<file path="src/rtl/alu.sv">
// ----------------------------------------------------------------------------
// alu : 16-bit registered ALU for the MIPS datapath.
//
// One operation is launched per accepted `start`, selected by `Aluctrl`.
// Logic, shift, compare and add operations finish at the accepting edge.
// An unsigned multiply runs as a shift-add sequence with one partial product
// per clock. It produces a 2*WIDTH product on `mulreg` and its low half on
// `dout`.
//
// state  | meaning
// -------+-----------------------------------------------------------------
// S_IDLE | waiting for start; single-cycle ops are executed here
// S_MUL  | shift-add multiply in progress, start is ignored
//
// Ports:
//   clk       system clock, rising edge
//   rst       asynchronous active-high reset (aborts an in-flight multiply)
//   start     launch request, sampled only in S_IDLE
//   Aluctrl   operation select (0..F, all defined)
//   din1      operand A
//   din2      operand B; din2[3:0] is the shift amount
//   dout      registered result
//   mulreg    registered full product of the last multiply
//   done      one-cycle completion pulse
//   zeroflag  set when the value written to dout is zero
//   busy      high while a multiply is in progress
// ----------------------------------------------------------------------------
module alu #(
    parameter int WIDTH      = 16,
    parameter int MUL_CYCLES = 16
) (
    input  logic               clk,
    input  logic               rst,
    input  logic               start,
    input  logic [3:0]         Aluctrl,
    input  logic [WIDTH-1:0]   din1,
    input  logic [WIDTH-1:0]   din2,
    output logic [WIDTH-1:0]   dout,
    output logic [2*WIDTH-1:0] mulreg,
    output logic               done,
    output logic               zeroflag,
    output logic               busy
);

    localparam logic [3:0] OP_ADD  = 4'h0;
    localparam logic [3:0] OP_SUB  = 4'h1;
    localparam logic [3:0] OP_AND  = 4'h2;
    localparam logic [3:0] OP_OR   = 4'h3;
    localparam logic [3:0] OP_XOR  = 4'h4;
    localparam logic [3:0] OP_NOR  = 4'h5;
    localparam logic [3:0] OP_SLL  = 4'h6;
    localparam logic [3:0] OP_SRL  = 4'h7;
    localparam logic [3:0] OP_SRA  = 4'h8;
    localparam logic [3:0] OP_SLT  = 4'h9;
    localparam logic [3:0] OP_SLTU = 4'hA;
    localparam logic [3:0] OP_MUL  = 4'hB;
    localparam logic [3:0] OP_NOT  = 4'hC;
    localparam logic [3:0] OP_PASS = 4'hD;
    localparam logic [3:0] OP_INC  = 4'hE;
    localparam logic [3:0] OP_DEC  = 4'hF;

    localparam int CNT_W = (MUL_CYCLES > 1) ? $clog2(MUL_CYCLES) : 1;
    localparam logic [CNT_W-1:0] CNT_LOAD = CNT_W'(MUL_CYCLES - 1);
    localparam logic [CNT_W-1:0] CNT_ONE  = CNT_W'(1);
    localparam logic [WIDTH-1:0] ONE      = WIDTH'(1);

    typedef enum logic {S_IDLE, S_MUL} state_t;

    state_t state, state_nxt;

    logic [CNT_W-1:0]   cnt;
    logic [2*WIDTH-1:0] acc;
    logic [2*WIDTH-1:0] acc_nxt;
    logic [2*WIDTH-1:0] mcand;
    logic [WIDTH-1:0]   mplier;
    logic [WIDTH-1:0]   result;
    logic [3:0]         shamt;
    logic               accept;
    logic               mul_last;

    assign shamt    = din2[3:0];
    assign accept   = start && (state == S_IDLE);
    assign mul_last = (state == S_MUL) && (cnt == '0);
    assign busy     = (state == S_MUL);

    // Partial product for this clock; on the last step it is the final product.
    assign acc_nxt  = mplier[0] ? (acc + mcand) : acc;

    always_ff @(posedge clk or posedge rst) begin
        if (rst) state <= S_IDLE;
        else     state <= state_nxt;
    end

    always_comb begin
        state_nxt = state;
        case (state)
            S_IDLE:  if (accept && (Aluctrl == OP_MUL)) state_nxt = S_MUL;
            S_MUL:   if (mul_last)                      state_nxt = S_IDLE;
            default: state_nxt = S_IDLE;
        endcase
    end

    always_comb begin
        result = '0;
        case (Aluctrl)
            OP_ADD:  result = din1 + din2;
            OP_SUB:  result = din1 - din2;
            OP_AND:  result = din1 & din2;
            OP_OR:   result = din1 | din2;
            OP_XOR:  result = din1 ^ din2;
            OP_NOR:  result = ~(din1 | din2);
            OP_SLL:  result = din1 << shamt;
            OP_SRL:  result = din1 >> shamt;
            OP_SRA:  result = $unsigned($signed(din1) >>> shamt);
            OP_SLT:  result = ($signed(din1) < $signed(din2)) ? ONE : '0;
            OP_SLTU: result = (din1 < din2) ? ONE : '0;
            OP_NOT:  result = ~din1;
            OP_PASS: result = din2;
            OP_INC:  result = din1 + ONE;
            OP_DEC:  result = din1 - ONE;
            default: result = '0;
        endcase
    end

    always_ff @(posedge clk or posedge rst) begin
        if (rst) begin
            dout     <= '0;
            mulreg   <= '0;
            done     <= 1'b0;
            zeroflag <= 1'b0;
            cnt      <= '0;
            acc      <= '0;
            mcand    <= '0;
            mplier   <= '0;
        end else begin
            done <= 1'b0;
            if (state == S_IDLE) begin
                if (start) begin
                    if (Aluctrl == OP_MUL) begin
                        // Operands are latched so din1/din2 may change while busy.
                        mcand  <= {{WIDTH{1'b0}}, din1};
                        mplier <= din2;
                        acc    <= '0;
                        cnt    <= CNT_LOAD;
                    end else begin
                        dout     <= result;
                        zeroflag <= (result == '0);
                        done     <= 1'b1;
                    end
                end
            end else begin
                acc    <= acc_nxt;
                mcand  <= mcand << 1;
                mplier <= mplier >> 1;
                cnt    <= cnt - CNT_ONE;
                if (cnt == '0) begin
                    mulreg   <= acc_nxt;
                    dout     <= acc_nxt[WIDTH-1:0];
                    zeroflag <= (acc_nxt[WIDTH-1:0] == '0);
                    done     <= 1'b1;
                end
            end
        end
    end

endmodule

</file>
<file path="config.mk">
export PLATFORM = sky130hd
export DESIGN_NAME = alu
export DESIGN_NICKNAME = d
export VERILOG_FILES = /design/src/rtl/alu.sv
export SDC_FILE = /design/constraint.sdc
export NUM_CORES = 1
export LEC_CHECK = 0
export CORE_AREA = 4 4 167 169
export DETAILED_ROUTE_END_ITERATION = 8
export DIE_AREA = 0 0 171 173
export PLACE_DENSITY = 0.7
export SKIP_LAST_GASP = 1
export SYNTH_ARGS = -nofsm -noshare
export SYNTH_HDL_FRONTEND = slang
export SYNTH_SLANG_ARGS = --single-unit
</file>
<file path="constraint.sdc">
create_clock -name clk -period 4.5 [get_ports clk]
set_clock_uncertainty 0.2 [all_clocks]
set_input_delay 0.9 -clock clk [delete_from_list [all_inputs] [get_ports clk]]
set_output_delay 0.9 -clock clk [all_outputs]
set_load 0.01 [all_outputs]
</file>
# Yosys cells after proc, flatten, opt, wreduce, memory -nomap -nowiden
# Cells that the tools add are included.
# classes
n_addsub,6
magnitude_cmp,2
n_eq_ne,17
shifts,3
mux,31
bitwise,6
reduce_logical,12
# ops
cell,count
16-bit one-hot mux with 15 select lines,1
32-bit two-way mux,7
16-bit two-way mux,7
32-bit adder,1
4-bit equality test (second input constant),8
16-bit logical NOT,2
16-bit < comparator,2
16-bit NOT,2
16-bit by 1-bit adder with 16-bit output (second input constant),1
16-bit adder,1
16-bit bitwise AND,1
4-bit by 3-bit equality test with 1-bit output (second input constant),4
16-bit bitwise OR,1
16-bit by 4-bit left shift with 16-bit output,1
16-bit by 4-bit right shift with 16-bit output,1
16-bit by 4-bit >>> shifter with 16-bit output,1
16-bit by 1-bit subtractor with 16-bit output (second input constant),1
16-bit subtractor,1
16-bit XOR,1
1-bit two-way mux,12
4-bit two-way mux,3
4-bit by 2-bit equality test with 1-bit output (second input constant),2
4-bit logical NOT,2
4-bit by 1-bit equality test with 1-bit output (second input constant),1
other kinds (9),13
# totals
ff_bits,135
in_bits,39
out_inout_bits,51
wordCells,86

# Longest topological paths before layout
# depth
depth_word,7
depth_mapped,21
ltp_nobuf,17

# Least setup slack after synthesis
# OpenSTA, ideal clock, no wires.
# synth_path
path_kind,in2reg
start,input port din2[0]
end,register dout[14]
setup_ps,125
arrival_time_ps,4412
required_time_ps,4175
slack_ps,-237
stages,21
path_buffers,4
cell_sequence,buf_6 -> buf_12 -> buf_8 -> buf_6 -> inv_1 -> ha_1 -> nand2_1 -> nor4_1 -> nand2_1 -> nor4_1 -> xnor2_1 -> o21ai_0 -> ha_1 -> nand2b_1 -> nor2_1 -> a21oi_1 -> o22ai_1 -> or4_1 -> a211oi_1 -> a31oi_1 -> mux2_2
# synth_between
elab_chain_cells,5
word_cells_on_any_way,9
classes_between,add/sub (2); shift (3); mux (4)
# synth_rtl
element,line_no,source
"start, declared",37,"input logic [WIDTH-1:0] din2,"
"16-bit subtractor, or another cell as far along",107,OP_SUB: result = din1 - din2;
16-bit one-hot mux with 15 select lines (*),105,case (Aluctrl)
16-bit two-way mux (*),139,if (Aluctrl == OP_MUL) begin
16-bit two-way mux (*),138,if (start) begin
16-bit two-way mux (*),137,if (state == S_IDLE) begin
"end signal, assigned",146,dout <= result;
"end signal, assigned",158,dout <= acc_nxt[WIDTH-1:0];
"end, declared",38,"output logic [WIDTH-1:0] dout,"
# Mark *: on every way between the ends. The rest lies on a longest branch, timed or not. The select of a mux whose other input is x is not followed.
# A chain may end at the register's enable or synchronous reset.

# Final worst setup path
# layout_path
start,input port Aluctrl[2]
end,register zeroflag
# layout_between
elab_chain_cells,6
word_cells_on_any_way,23
classes_between,eq/ne (16); mux (4); reduce/logical (3)
# layout_rtl
element,line_no,source
"start, declared",35,"input logic [3:0] Aluctrl,"
"4-bit equality test, or another cell as far along",105,
16-bit one-hot mux with 15 select lines,105,
16-bit logical NOT,147,zeroflag <= (result == '0);
1-bit two-way mux,139,
1-bit two-way mux,138,
1-bit two-way mux,137,
"end signal, assigned",147,
"end signal, assigned",159,zeroflag <= (acc_nxt[WIDTH-1:0] == '0);
"end, declared",41,"output logic zeroflag,"
# Several ways; a longest one is shown, not always the timed one. The select of a mux whose other input is x is not followed.

==> run metrics <==
VDD IR-drop max=between 0.0002 and 0.0003 V; Starting Density=approximately half; die width=171 um; Fin. Hold Viols=0; number of rows in the core area=60; Synth Instances=approximately 1,600; main combinational cell family by area after synthesis=compound AO/OA/AOI/OAI gates; number of buffers created by CTS=17; number of distinct library cells after synthesis=95; critical path type=in2reg; Clock transition at path regs=~60 ps; Root Buffer=clkbuf_16; reported leakage power=6.97 nW; DP Wirelength=35.0 mm; area of the die=between 0.02 and 0.03 mm^2; power density cells=433 mW/mm^2; Worst Setup End Kind=flip-flop; buffer levels on the longest clock path=2; hold path startpoint=mulreg[16]$_DFFE_PP0P_; number of global-route vias before repair=12,300; fraction of final layout cells sized beyond drive strength 1=about 17%; worst-path fanout max=5; max-slew violation count=0; total number of H-tree levels=4; total global routing overflow=0; count of vias placed by the detailed router=13,200; Via density=6.23; cell types with the largest area share after synthesis=dfrtp_1, ha_1, nand2_1; Die Height=173 um; count of fill cells added during filler insertion=2,440; Storage cell area=0.00338 mm^2; count of port buffers added during placement=between 80 and 90; overall track demand over capacity in global routing=a little under a third; first-pass detailed-route iteration total=7; result of the run=completed; Crit path arrival time=approximately 4500 ps; cells traversed along the worst timing path=clkdlybuf4s50_1, and3_4, or2_2, ha_1, fa_1, nor2b_1, o31a_1, o31ai_1, o211ai_1, xor2_1, a221o_1, nor4_1, nand4_1, o31ai_2; internal power contribution=3.88 mW; clock latency on the worst-skew pair=420 ps; number of nets still failing antenna checks after routing=0; DRT Wirelength=~45 mm; total power after layout=approximately 6.8 mW; nets=1,896; mux contribution to synthesized area=under 10%; sequential fraction of the synthesis area=approximately a quarter; synthesis-to-finish area growth=23.1%; final RePlAce weighted congestion=0.968; largest net degree at the start of global routing=62; dominant cell type by area after synthesis=dfrtp_1; area fraction in compound gates after synthesis=between 20% and 30%; peak per-stage delay on the critical path=between 400 and 500 ps; final setup margin=~110 ps; netlist area before placement=roughly 0.013 mm^2; Post-Place Setup Slack=-512 ps; Clock power frac=about a fifth; cell at the slowest stage of the critical path=fa_1; initial DRC count=1,449; maximum operating frequency=between 200 and 250 MHz; primary flip-flop cell chosen by synthesis mapping=dfrtp_1; area used by multi-input combinational logic=0.00884 mm^2; remaining routing DRC violations=0; slew at the pin closest to its max-slew limit=about 1200 ps; worst reg2reg startpoint=mcand[0]$_DFFE_PP0P_; data required time at the worst endpoint=between 4000 and 5000 ps; most instantiated library cell after synthesis=nand2_1; core region area=between 0.02 and 0.03 mm^2; fraction of power spent switching nets=a little over two fifths; first-pass GRT wire length=71.3 mm; part of the power in registers=29.6%; Adder-Cell Fraction of Synth Area=around 10%; clock tree from TritonCTS=yes; flops & latches, synth=~140; clock sink total=~140; CP Launch Type=input port; post-synthesis area per instance=between 8 and 9 um^2; area share of the leading cell type in the synthesized netlist=roughly a quarter; routed wire length per instance=21.5 um; Max-Slew Margin vs Limit=20.1%; number of setup violations in the final report=0; number of placed I/O pins=90; accumulated negative setup slack=0 ps; Fin Hold WS=275 ps; count of synthesis-stage warnings from yosys=0; most instantiated cells after synthesis=nand2_1, o21ai_0, dfrtp_1, a21oi_1, nor2_1; worst setup path startpoint=Aluctrl[2]; FFs w/ async S/R, synth=100%; Simple-Gate Fraction of Synth Area=between 20% and 30%; number of violations of the max-capacitance limit=0; Post-Synthesis Net Count=about 1,700; count of flip-flops with a built-in enable after synthesis=0; antenna violations before repair=0; net switching component of the power=around 3 mW; final critical delay including setup and external delays=4390 ps; count of antenna diodes in the layout=0; Hold Crit Class=reg2reg; Final period util=a little under 100%; combinational group share of total power=50.2%; Synth Area in XOR/XNOR=between 3 and 4%
## metrics by stage
step | std cells | area (um^2) | utilization, %
4_1_cts | 2107 | 15600 | 58.6
3_5_place_dp | 2075 | 15000 | 56.4
3_3_place_gp | 2075 | 15000 | 56.4
6_report | 2111 | 15700 | 59.2
2_1_floorplan | 1574 | 12800 | -
5_1_grt | 2111 | 15700 | 59.2
## placed cells by master (no fill, tap or decap), drive strengths merged, types with 8 or more instances in the layout
cell type,instances
mux4,20
buf,180
nor3,27
and3,23
a22oi,8
dfrtp,135
xnor2,32
nand2,192
nand4,20
nor2b,13
nor2,125
nor3b,9
a31oi,9
a211oi,22
and2,8
nand2b,13
or4,8
a21oi,126
or3,17
nor4,15
mux2,26
clkdlybuf4s50,85
xor2,14
o21ai,153
o22ai,16
clkbuf,18
mux2i,43
o211ai,17
a221oi,8
a2111oi,10
o311ai,8
inv,72
ha,97
a21o,22
a2bb2oi,9
nand3,44
## flip-flops by register name (all words and copies together) (netlist names)
signal,count
zeroflag,1
busy,1
mcand,32
mulreg,32
dout,16
mplier,16
done,1
acc,32
cnt,4
## critical path, delay by kind of cell
family	cells	cell delay (ps)
compound gates	5	1280
buf+inv	1	420
fa+ha+maj	2	650
xor+xnor	1	120
simple gates	5	1120
## cell type report
| type | count | share of cell area [%] |
|---|---|---|
| multi-input combinational | 1270 | 56.2 |
| sequential | 135 | 21.5 |
| timing repair buffer | 268 | 14.3 |
| clock buffer | 18 | 2.73 |
| tap | 341 | 2.71 |
| inverter | 65 | 1.61 |
| clock inverter | 14 | 0.868 |
## power groups by stage
stage	clock network (mW)	registers [mW]	logic (mW)
floorplan	0	1.95	2.09
global placement	0	2.02	3.28
detailed placement	0	2.03	3.36
CTS	1.39	2.01	3.38
global route	1.44	2.07	3.75
finish	1.37	2.01	3.42
## logic make-up after synthesis
group / Yosys count
AOI/OAI and AO/OA: 492
muxes: 89
adders and majority gates: 100
xor gates and xnor gates: 46
DFF: 135
buffers and inverters: 169
and+or+nand+nor: 543
## metal layers
layer	vias to the layer above	share of wire (%)	track usage, %
met2	585	46	47.1
met3	82	6.8	4.25
met5	-	0	0
met1	6310	44	43.0
met4	0	3.2	9.31
li1	6184	-	-
## what timing repair did
action                                  4_1_cts  5_1_grt
endpoints found under the setup margin        3        6
resized for setup                             1       30
setup buffers                                 0        4
pin swaps                                     2       11
cloned                                        0        0
hold buffers                                  0        0
## path summary, 6_finish.rpt
path	to	slack (ps)	cells past startpoint
max in group asynchronous	mcand[14]$_DFFE_PP0P_	2560	3
setup / recovery	zeroflag$_DFFE_PP0P_	110	14
hold / removal	mulreg[16]$_DFFE_PP0P_	270	2
setup reg to reg	acc[28]$_DFFE_PP0P_	690	11
min in group asynchronous	mulreg[8]$_DFFE_PP0P_	760	2
hold reg to reg	mulreg[16]$_DFFE_PP0P_	270	2
Note: power is estimated with default switching activity, not from simulation.
